[src/rtl/adder_subtractor.sv]
// WIDTH-bit two's-complement adder/subtractor built from a ripple chain of full adders.
// Results and status flags are registered with one cycle of latency.
module adder_subtractor #(
    parameter int WIDTH = 4
) (
    input  logic             clk,
    input  logic             rst,
    input  logic             in_valid,
    input  logic [WIDTH-1:0] a,
    input  logic [WIDTH-1:0] b,
    input  logic             cin,
    output logic             out_valid,
    output logic [WIDTH-1:0] sum,
    output logic             cout,
    output logic             ovf,
    output logic             zero
);

    logic [WIDTH-1:0] bx;
    logic [WIDTH-1:0] s;
    logic [WIDTH:0]   c;

    // cin both inverts b and supplies the +1 of the two's-complement negate
    assign bx   = b ^ {WIDTH{cin}};
    assign c[0] = cin;

    for (genvar i = 0; i < WIDTH; i++) begin : g_fa
        assign s[i]   = a[i] ^ bx[i] ^ c[i];
        assign c[i+1] = (a[i] & bx[i]) | (a[i] & c[i]) | (bx[i] & c[i]);
    end

    always_ff @(posedge clk) begin
        if (rst) begin
            out_valid <= 1'b0;
            sum       <= '0;
            cout      <= 1'b0;
            ovf       <= 1'b0;
            zero      <= 1'b0;
        end else begin
            out_valid <= in_valid;
            if (in_valid) begin
                sum  <= s;
                cout <= c[WIDTH];
                ovf  <= c[WIDTH] ^ c[WIDTH-1];
                zero <= ~|s;
            end
        end
    end

endmodule

[config.mk]
export PLATFORM = sky130hd
export DESIGN_NAME = adder_subtractor
export DESIGN_NICKNAME = d
export VERILOG_FILES = /design/src/rtl/adder_subtractor.sv
export SDC_FILE = /design/constraint.sdc
export NUM_CORES = 1
export LEC_CHECK = 0
export BUFFER_PORTS_ARGS = -buffer_cell sky130_fd_sc_hd__buf_4
export CAP_MARGIN = 10
export CORE_AREA = 5 5 42 44
export DETAILED_ROUTE_END_ITERATION = 8
export DIE_AREA = 0 0 47 49
export RECOVER_POWER = 25
export SKIP_LAST_GASP = 1
export SLEW_MARGIN = 20
export SYNTH_ARGS = -nofsm -noshare
export SYNTH_HDL_FRONTEND = slang
export SYNTH_SLANG_ARGS = --single-unit
[constraint.sdc]
create_clock -name clk -period 2.5 [get_ports clk]
set_input_delay 0.5 -clock clk [delete_from_list [all_inputs] [get_ports clk]]
set_output_delay 0.5 -clock clk [all_outputs]
set_load 0.05 [all_outputs]
# ---- Word-level counts from Yosys, hierarchy flattened
# Index checks and enable logic that the tools add are counted.
# W data, S select, Z words.
dict set report totals {
  reg_bits 8
  in_bits 12
  out_inout_bits 8
  word_cells 37
}
dict set report op_classes {
  bitwise_logic 30
  reduce_logical 2
}
# op count
set op_table {}
lappend op_table {{$and A1 B1 Y1} 12}
lappend op_table {{$xor A1 B1 Y1} 9}
lappend op_table {{$or A1 B1 Y1} 8}
lappend op_table {{$reduce_or A4 Y1} 1}
lappend op_table {{$xor A4 B4 Y4} 1}
lappend op_table {{$logic_not A1 Y1} 1}

# ---- Logic depth before layout (Yosys ltp)
# Gate-level depths: netlist of run 1.
dict set report depth {
  ltp_word 14
  ltp_mapped 9
  ltp_nobuf 9
}

# ---- Worst setup path after synthesis of run 1
# Ideal clock, no wire load.
dict set report synth_path {
  kind {input to register}
  startpoint {in b[0]}
  endpoint {reg zero}
  setup_ps 70
  arrival_ps 2231
  required_ps 2430
  setup_slack_ps 198
  cell_stages 9
  n_path_buf 0
  path_cell_list {mux2_2 -> fa_1 -> inv_1 -> fa_1 -> inv_1 -> fa_1 -> nor2_1 -> nand4_1 -> a21oi_1}
}
dict set report synth_between {
  elab_chain_len 13
  elab_cells_between_ends 20
  cone_classes {bitwise (18); reduce/logical (2)}
}
# item line
set synth_lines {}
lappend synth_lines {{start: declaration} 10} ;# input logic [WIDTH-1:0] b,
lappend synth_lines {{$xor A4 B4 Y4 *} 24} ;# assign bx = b ^ {WIDTH{cin}};
lappend synth_lines {{$and A1 B1 Y1} 29} ;# assign c[i+1] = (a[i] & bx[i]) | (a[i] & c[i]) | (bx[i] & c[i]);
lappend synth_lines {{$or A1 B1 Y1} 29}
lappend synth_lines {{$or A1 B1 Y1 *} 29}
lappend synth_lines {{$and A1 B1 Y1} 29}
lappend synth_lines {{$or A1 B1 Y1} 29}
lappend synth_lines {{$or A1 B1 Y1 *} 29}
lappend synth_lines {{$and A1 B1 Y1} 29}
lappend synth_lines {{$or A1 B1 Y1} 29}
lappend synth_lines {{$or A1 B1 Y1 *} 29}
lappend synth_lines {{$xor A1 B1 Y1 *} 28} ;# assign s[i] = a[i] ^ bx[i] ^ c[i];
lappend synth_lines {{net s[3]} 20} ;# logic [WIDTH-1:0] s;
lappend synth_lines {{$reduce_or A4 Y1 *} 45} ;# zero <= ~|s;
lappend synth_lines {{$logic_not A1 Y1 *} 45}
lappend synth_lines {{end signal: assignment} 45}
lappend synth_lines {{end: declaration} 16} ;# output logic zero
# The timed path passes the listed nets; every way through them passes the cells marked *.
# A chain may end at the register's enable or synchronous reset.

# ---- Worst setup path in the final report of run 1
# Ends and elaborated chain as after synthesis.

==> metrics.txt, run 1 <==
Mean Syn Cell Area=a little over 10 um2; Reg2Reg Setup Slack=1840 ps; Post-Synthesis Cell Area=403 um2; Post-Synth Simple-Gate Area=0.112; crit path DAT=2450 ps; die extent in x=between 40 and 50 um; first-pass GRT wire length=1290 um; post-synthesis register bit count=8; Clock power frac=0.257; fin. max-slew vios=0; row count=14; maximum clock insertion buffer count=2; Max VDD drop=approximately 0.23 mV; CTS sink cnt=8; logic gate share of total power=0.360; synth cell count leaders=8 x dfxtp_1, 7 x nor2_1, 4 x mux2i_1; final setup vio count=0; largest net degree at the start of global routing=12; unrepaired setup endpoints after global routing=no; drt pass-1 iters=2; number of post-CTS setup repair buffers=0; CTS tree=yes; Initial DRC Count=1; Synth cell types=15; I/O Buffers=19; vias in the first global route=324; All-Layer GR Usage=0.0807; # diodes=0; compound-gate portion of the synthesized area=0.0497; DRC viols=0; final worst path period need=about 2300 ps; Util after Layout=0.409; period utilization=0.907; Worst-Margin Slew=600 ps; hold-fix buffers at CTS=0; Synth area leader=dfxtp_1; worst-path maximum fanout=2; net switching fraction of the power=0.346; area growth from synthesis to layout=42.2%; Area after DPL=562 um2; multiplexer share of the synthesized area=0.127; Max transition margin=0.602; pwr/cell area=669 mW/mm2; largest cells by area after synthesis=dfxtp_1 40%, fa_1 15%, mux2i_1 9.9%; H-Tree Depth=1; post-route antenna net violation count=0; fmax=roughly 0.44 GHz; Synth Instances=39; area share of the largest cell type after synthesis=0.398; Async SR Flop Fraction=0; number of synthesized flops with an enable pin=0; NetSw=0.133 mW; Leak Pwr=0.268 nW; Synth Area in XOR/XNOR=0.109; total gr overflow=0; DR WL/cell=10.2 um; clock root cell=clkbuf_4; Mapped Nets=54; initial antenna violation count=0; cts bufs inserted=3; Startpoint Class=primary input; ys flop type=dfxtp_1; Ys Warns=0; CP required=2680 ps; Max Cap Violations=0; endpoint type of the worst setup path=flop; Fin Clk Skew=0 ps; vias per inst=around 4.2; fin area=573 um2; I/O Pins=20; starting density of the core=0.287; main combinational cell family by area after synthesis=adder cells; worst skew pair latency=250 ps; Final nets=a little under 80; RePlAce Congestion=0.613; count leader, synth=dfxtp_1; die area=0.00230 mm2; layout cell share with drive strength beyond 1=0.350; status=completed; Vert. Die Dim=49 um; Min-Delay Path Class=in2reg; final wirelength=between 700 and 800 um; Seq/Total Area, Yosys=0.398; Core Area=0.00140 mm2; adder-cell share of the synthesized area=0.149; post_cts resized=0; Internal=0.251 mW; Worst-path clk slew=60 ps; Crit Path Category=in2reg; via count=321; sequential share of power=0.382; final hold violation count=0
==> worst max-delay path, stage by stage <==
cell and delay (ps):
buf_4 90, mux2_2 330, fa_1 360, inv_1 80
fa_1 180, inv_1 60, fa_1 460, nor2_1 110
nand4_1 100, a21oi_1 170
==> metrics by stage <==
stage / power, mW / setup slack [ps] / setup TNS (ps) / hold WS, ps / cells
final: 0.383 / 232 / 0 / 470 / 76
after global routing: 0.405 / 88.2 / 0 / 476 / 76
after CTS: 0.393 / 257 / 0 / 463 / 76
after detailed placement: 0.292 / -8.04 / -8.04 / 469 / 73
after global placement: 0.290 / 43.2 / 0 / 458 / 73
after floorplan: 0.245 / 198 / 0 / 677 / 39
==> placed cells by master, fill, tap and decap left out <==
| master | n |
|---|---|
| a211oi_1 | 2 |
| a21oi_1 | 1 |
| buf_4 | 17 |
| clkbuf_1 | 3 |
| clkbuf_4 | 3 |
| dfxtp_1 | 8 |
| fa_1 | 3 |
| inv_1 | 3 |
| mux2_2 | 1 |
| mux2i_1 | 4 |
| nand2b_1 | 1 |
| nand4_1 | 1 |
| nor2_1 | 7 |
| nor2b_1 | 1 |
| xnor2_1 | 3 |
| xor2_1 | 2 |
==> layer usage <==
| metal | up-vias | GRT usage | part of all wire |
|---|---|---|---|
| li1 | 166 | - | - |
| met1 | 138 | 0.0915 | 0.39 |
| met2 | 15 | 0.109 | 0.47 |
| met3 | 2 | 0.0148 | 0.12 |
| met4 | 0 | 0.0968 | 0.024 |
| met5 | - | 0 | 0 |
==> power by group through the flow <==
| stage | combinational [mW] | clock [mW] | sequential (mW) |
|---|---|---|---|
| 5_1_grt | 0.151 | 0.106 | 0.148 |
| 3_5_place_dp | 0.143 | 0 | 0.149 |
| 6_report | 0.138 | 0.0986 | 0.147 |
| 3_3_place_gp | 0.141 | 0 | 0.149 |
| 2_1_floorplan | 0.0520 | 0 | 0.193 |
| 4_1_cts | 0.143 | 0.104 | 0.147 |
==> cell type report <==
cell class / count / area (um2)
fill: 154 / 828
timing repair buffer: 20 / 139
inverter: 3 / 11.3
sequential: 8 / 160
multi-input combinational: 26 / 220
tap: 16 / 20.0
clock buffer: 3 / 22.5
==> worst paths after layout <==
path	start	cells past startpoint	endpoint
worst min-delay path	rst	2	out_valid
worst max register to register	sum[0]	2	sum[0]
worst max-delay path	b[0]	10	zero
worst min register to register	zero	2	zero
==> flip-flops by register name, indices dropped and copies added (netlist names) <==
name and flops:
sum 4, zero 1, out_valid 1, ovf 1, cout 1
==> cell families after synthesis <==
logic type / after synthesis
compound gates: 3
xor+xnor: 5
fa+ha+maj: 3
buf+inv: 5
flops: 8
mux: 5
simple gates: 10
Power figures use the tool's default switching activity.
==> inputs of run 2 (changes only) <==
clock period = 2.41 ns   (was 2.5 ns; I/O delays follow)
==> metrics.txt, run 2 (synthesis gave the netlist of run 1 again) <==
die area=0.00230 mm2 (unchanged); post_cts resized=0 (unchanged); area of the multi-input gates=220 um2 (unchanged); DR WL/cell=9.66 um (was 10.2 um); endpoint type of the worst setup path=flop (unchanged); Max transition margin=0.605 (was 0.602); critical-path cell list=buf_4, mux2_2, fa_1, inv_1, fa_1, inv_1, fa_1, nor2_1, nand4_1, a21oi_1 (unchanged); crit path DAT=2390 ps (was 2450 ps); number of post-CTS setup repair buffers=0 (unchanged); logic gate share of total power=0.368 (was 0.360); sequential share of power=0.381 (was 0.382); Area after DPL=584 um2 (was 562 um2); number of fill cells in the layout=171 (was 154); Fin Clk Skew=0 ps (unchanged); All-Layer GR Usage=0.0843 (was 0.0807); cts bufs inserted=3 (unchanged); Worst-path clk slew=50 ps (was 60 ps); I/O Buffers=19 (unchanged); most common cell after layout, fill and taps aside=buf_4 (unchanged); largest net degree at the start of global routing=12 (unchanged); worst skew pair latency=250 ps (about the same); Pwr Total=0.398 mW (was 0.383 mW); Internal=0.263 mW (was 0.251 mW); Max Cap Violations=0 (unchanged); most frequent cells in the layout=20 x buf_4, 8 x dfxtp_1, 7 x nor2_1 (was 17 x buf_4, 8 x dfxtp_1, 7 x nor2_1); Initial DRC Count=3 (was 1); pwr/cell area=668 mW/mm2 (was 669 mW/mm2); I/O Pins=20 (unchanged); maximum clock insertion buffer count=2 (unchanged); drt pass-1 iters=2 (unchanged); Startpoint Class=primary input (unchanged); Max stage delay on crit path=460 ps (about the same); CTS tree=yes (unchanged); starting density of the core=0.287 (unchanged); DRC viols=0 (unchanged); via count=340 (was 321); H-Tree Depth=1 (unchanged); register with the most flip-flops=sum (unchanged); Clock power frac=0.251 (was 0.257); # diodes=0 (unchanged); status=completed (unchanged); unrepaired setup endpoints after global routing=no (unchanged); final wirelength=763 um (was 777 um); Max VDD drop=0.228 mV (was 0.226 mV); Leak Pwr=0.282 nW (was 0.268 nW); max FFs per register=4 (unchanged); hold-fix buffers at CTS=0 (unchanged); worst-path maximum fanout=2 (unchanged); NetSw=0.135 mW (was 0.133 mW); Crit Path Category=in2reg (unchanged); initial antenna violation count=0 (unchanged); layout cell share with drive strength beyond 1=0.381 (was 0.350); final hold violation count=0 (unchanged); worst setup margin=205 ps (was 232 ps); total gr overflow=0 (unchanged); HPWL Detailed=647 um; Min-Delay Path Class=in2reg (unchanged); slowest cell on the critical path=fa_1 (unchanged); clock root cell=clkbuf_4 (unchanged); TNS Setup=0 ps (unchanged); period utilization=0.915; row count=14 (unchanged); vias in the first global route=349 (was 324); Final nets=80 (was 77); final setup vio count=0 (unchanged); CP required=2590 ps (was 2680 ps); Reg area=160 um2 (unchanged); fin area=596 um2 (was 573 um2); net switching fraction of the power=0.340 (was 0.346); CTS sink cnt=8 (unchanged); final worst path period need=2210 ps; post-route antenna net violation count=0 (unchanged); first-pass GRT wire length=1350 um (was 1290 um); fmax=0.453 GHz; Vert. Die Dim=49 um (unchanged); die extent in x=47 um (unchanged); fin. max-slew vios=0 (unchanged); Worst path most repeated cell=fa_1 (unchanged); pre-CTS setup slack=-38.5 ps (was -8.04 ps); vias per inst=4.30 (was 4.22); Worst-Margin Slew=595 ps (was 600 ps); Core Area=0.00140 mm2 (unchanged); RePlAce Congestion=0.631 (was 0.613); area growth from synthesis to layout=47.8% (was 42.2%)
## run 2: cell count changes in the layout (fill, tap and decap cells not counted), sizes merged
cell  previous run  this run
buf             17        20
## run 2: final timing paths
kind	startpoint	to	slack [ps]	cells after the start
min reg2reg	zero	zero	470	2
max	b[0]	zero	200	10
max reg2reg	sum[0]	sum[0]	1750	2
min	rst	zero	460	2
## run 2: metrics by stage
stage               hold WS [ps]   util  std cells
global placement             459  0.417         76
floorplan                    659      -         39
detailed placement           468  0.417         76
finish                       460  0.425         79
global route                 459  0.425         79
CTS                          450  0.433         79
## run 2: area by class of cell
class / instances / share of cell area
well taps: 16 / 0.0336
repair buffers: 23 / 0.271
inverters: 3 / 0.0189
clock buffers: 3 / 0.0378
multi-input cells: 26 / 0.370
flip-flops and latches: 8 / 0.269
## run 2: layer usage
metal  wire [um]  vias to the layer above  track usage  share of wire
met3          88                        2       0.0185           0.12
li1            -                      176            -              -
met4          27                        0       0.0968          0.035
met2         330                       15        0.113           0.43
met5           0                        -            0              0
met1         316                      147       0.0962           0.41
## run 2: worst max-delay path, delay by kind of cell
| kind | cells | cell delay (ps) |
|---|---|---|
| adder cells (fa/ha/maj) | 3 | 1000 |
| multiplexers | 1 | 330 |
| buffers and inverters | 3 | 210 |
| AND/OR/NAND/NOR | 2 | 210 |
| AO/OA/AOI/OAI | 1 | 160 |
## run 2: power by group through the flow
stage                     clock [mW]  sequential, mW  combinational, mW
after floorplan                    0           0.200             0.0540
after global placement             0           0.154              0.150
after detailed placement           0           0.154              0.152
after CTS                      0.107           0.152              0.152
after global routing           0.113           0.153              0.162
final                         0.0997           0.152              0.146
==> inputs of run 3 (changes only) <==
CAP_MARGIN = 20   (was 10)
CELL_PAD_IN_SITES_DETAIL_PLACEMENT = 0   (was unset)
CELL_PAD_IN_SITES_GLOBAL_PLACEMENT = 1   (was unset)
CORE_AREA = unset   (was 5 5 42 44)
CORE_MARGIN = 5   (was unset)
CORE_UTILIZATION = 30   (was unset)
DIE_AREA = unset   (was 0 0 47 49)
PLACE_DENSITY_LB_ADDON = 0.1   (was unset)
==> metrics.txt, run 3 (synthesis gave the netlist of run 1 again) <==
M3 GR Usage=0.0156 (was 0.0185); GR met1 Demand/Resource=0.0951 (was 0.0962); All-Layer GR Usage=0.0987 (was 0.0843); Max VDD drop=0.246 mV (was 0.228 mV); hold depth=2 (unchanged); clock root cell=clkbuf_4 (unchanged); layout cell share with drive strength beyond 1=0.387 (was 0.381); total gr overflow=0 (unchanged); final setup vio count=0 (unchanged); pre-CTS setup slack=-107 ps (was -38.5 ps); cts bufs inserted=3 (unchanged); grt met2 use=0.170 (was 0.113); worst-path maximum fanout=2 (unchanged); I/O Pins=20 (unchanged); most frequent cells in the layout=19 x buf_4, 8 x dfxtp_1, 7 x nor2_1 (was 20 x buf_4, 8 x dfxtp_1, 7 x nor2_1); Core Area=0.00128 mm2 (was 0.00140 mm2); fmax=0.445 GHz (was 0.453 GHz); vias per inst=4.47 (was 4.30); largest net degree at the start of global routing=12 (unchanged); R2R depth=2 (unchanged); starting density of the core=0.314 (was 0.287); most common cell after layout, fill and taps aside=buf_4 (unchanged); final wirelength=868 um (was 763 um); max FFs per register=4 (unchanged); initial antenna violation count=0 (unchanged); Vert. Die Dim=46.6 um (was 49 um); Worst-Margin Slew=596 ps (was 595 ps); min-delay src=rst (unchanged); status=completed (unchanged); Max Cap Violations=0 (unchanged); endpoint type of the worst setup path=flop (unchanged); Reg2Reg Setup Slack=1760 ps (was 1750 ps); row count=13 (was 14); die area=0.00218 mm2 (was 0.00230 mm2); post_cts resized=0 (unchanged); reg2reg start=sum[0] (unchanged); Leak Pwr=0.281 nW (was 0.282 nW); Final nets=79 (was 80); Worst-path clk slew=50 ps (about the same); Crit Path Category=in2reg (unchanged); CP required=2590 ps (about the same); Startpoint Class=primary input (unchanged); hold-fix buffers at CTS=0 (unchanged); crit path DAT=2430 ps (was 2390 ps); CTS sink cnt=8 (unchanged); fin. max-slew vios=0 (unchanged); first-pass GRT wire length=1420 um (was 1350 um); worst setup margin=165 ps (was 205 ps); area growth from synthesis to layout=46.6% (was 47.8%); RePlAce Congestion=0.663 (was 0.631); pwr/cell area=680 mW/mm2 (was 668 mW/mm2); worst r2r dst=sum[0] (unchanged); post-route antenna net violation count=0 (unchanged); final worst path period need=2240 ps (was 2210 ps); via count=344 (was 340); H-Tree Depth=1 (unchanged); number of post-CTS setup repair buffers=0 (unchanged); # diodes=0 (unchanged); I/O Buffers=19 (unchanged); Hold EP=out_valid (was zero); register with the most flip-flops=sum (unchanged); Fin Clk Skew=0 ps (unchanged); final hold violation count=0 (unchanged); placed insts=74 (was 76); Finished Layout Cells=77 (was 79); DRC viols=0 (unchanged); gr busiest metal=met2 (unchanged); Min-Delay Path Class=in2reg (unchanged); unrepaired setup endpoints after global routing=no (unchanged); CTS tree=yes (unchanged); DR WL/cell=11.3 um (was 9.66 um); Max transition margin=0.604 (was 0.605); worst skew pair latency=250 ps (about the same); period utilization=0.931 (was 0.915); die extent in x=46.6 um (was 47 um); vias in the first global route=346 (was 349); Initial DRC Count=0 (was 3); maximum clock insertion buffer count=2 (unchanged); drt pass-1 iters=1 (was 2)
[run 3: cell types whose count changed in the layout (fill, tap and decap cells not counted), sizes merged]
cell / delta
buf: -1
[run 3: area by class of cell]
cell class,count,area (um2)
clock buffers,3,22.5
fillers,144,694
inverters,3,11.3
multi-input cells,26,220
flip-flops and latches,8,160
well taps,15,18.8
repair buffers,22,158
[run 3: worst max path at each step]
stage          slack [ps]  start    to
6_report              170   b[0]  zero
5_1_grt                20   b[0]  zero
4_1_cts               150   b[0]  zero
3_5_place_dp         -110   b[0]  zero
3_3_place_gp          -50   b[0]  zero
2_1_floorplan         130   b[0]  zero
[run 3: stage by stage]
stage	cell area, um2	hold slack (ps)	utilization	setup TNS [ps]	total power [mW]
2_1_floorplan	403	659	-	0	0.254
3_3_place_gp	576	456	0.448	-51.9	0.304
3_5_place_dp	576	466	0.448	-144	0.310
4_1_cts	598	442	0.465	0	0.416
5_1_grt	591	465	0.460	0	0.429
6_report	591	458	0.460	0	0.402
[run 3: routing by layer]
layer,up-vias,share of wire
met5,-,0
met4,0,0.021
met3,2,0.10
met2,16,0.50
met1,154,0.38
li1,172,-
[run 3: report_power, final]
group | internal, mW | total (mW) | switching (mW)
Sequential | 0.146 | 0.152 | 0.00644
Clock | 0.0568 | 0.0999 | 0.0431
Combinational | 0.0615 | 0.150 | 0.0884
Total | 0.264 | 0.402 | 0.138
[run 3: critical path, cell delays in order]
cell and delay (ps):
buf_4 90, mux2_2 330, fa_1 370, inv_1 80
fa_1 200, inv_1 60, fa_1 470, nor2_1 120
nand4_1 100, a21oi_1 140
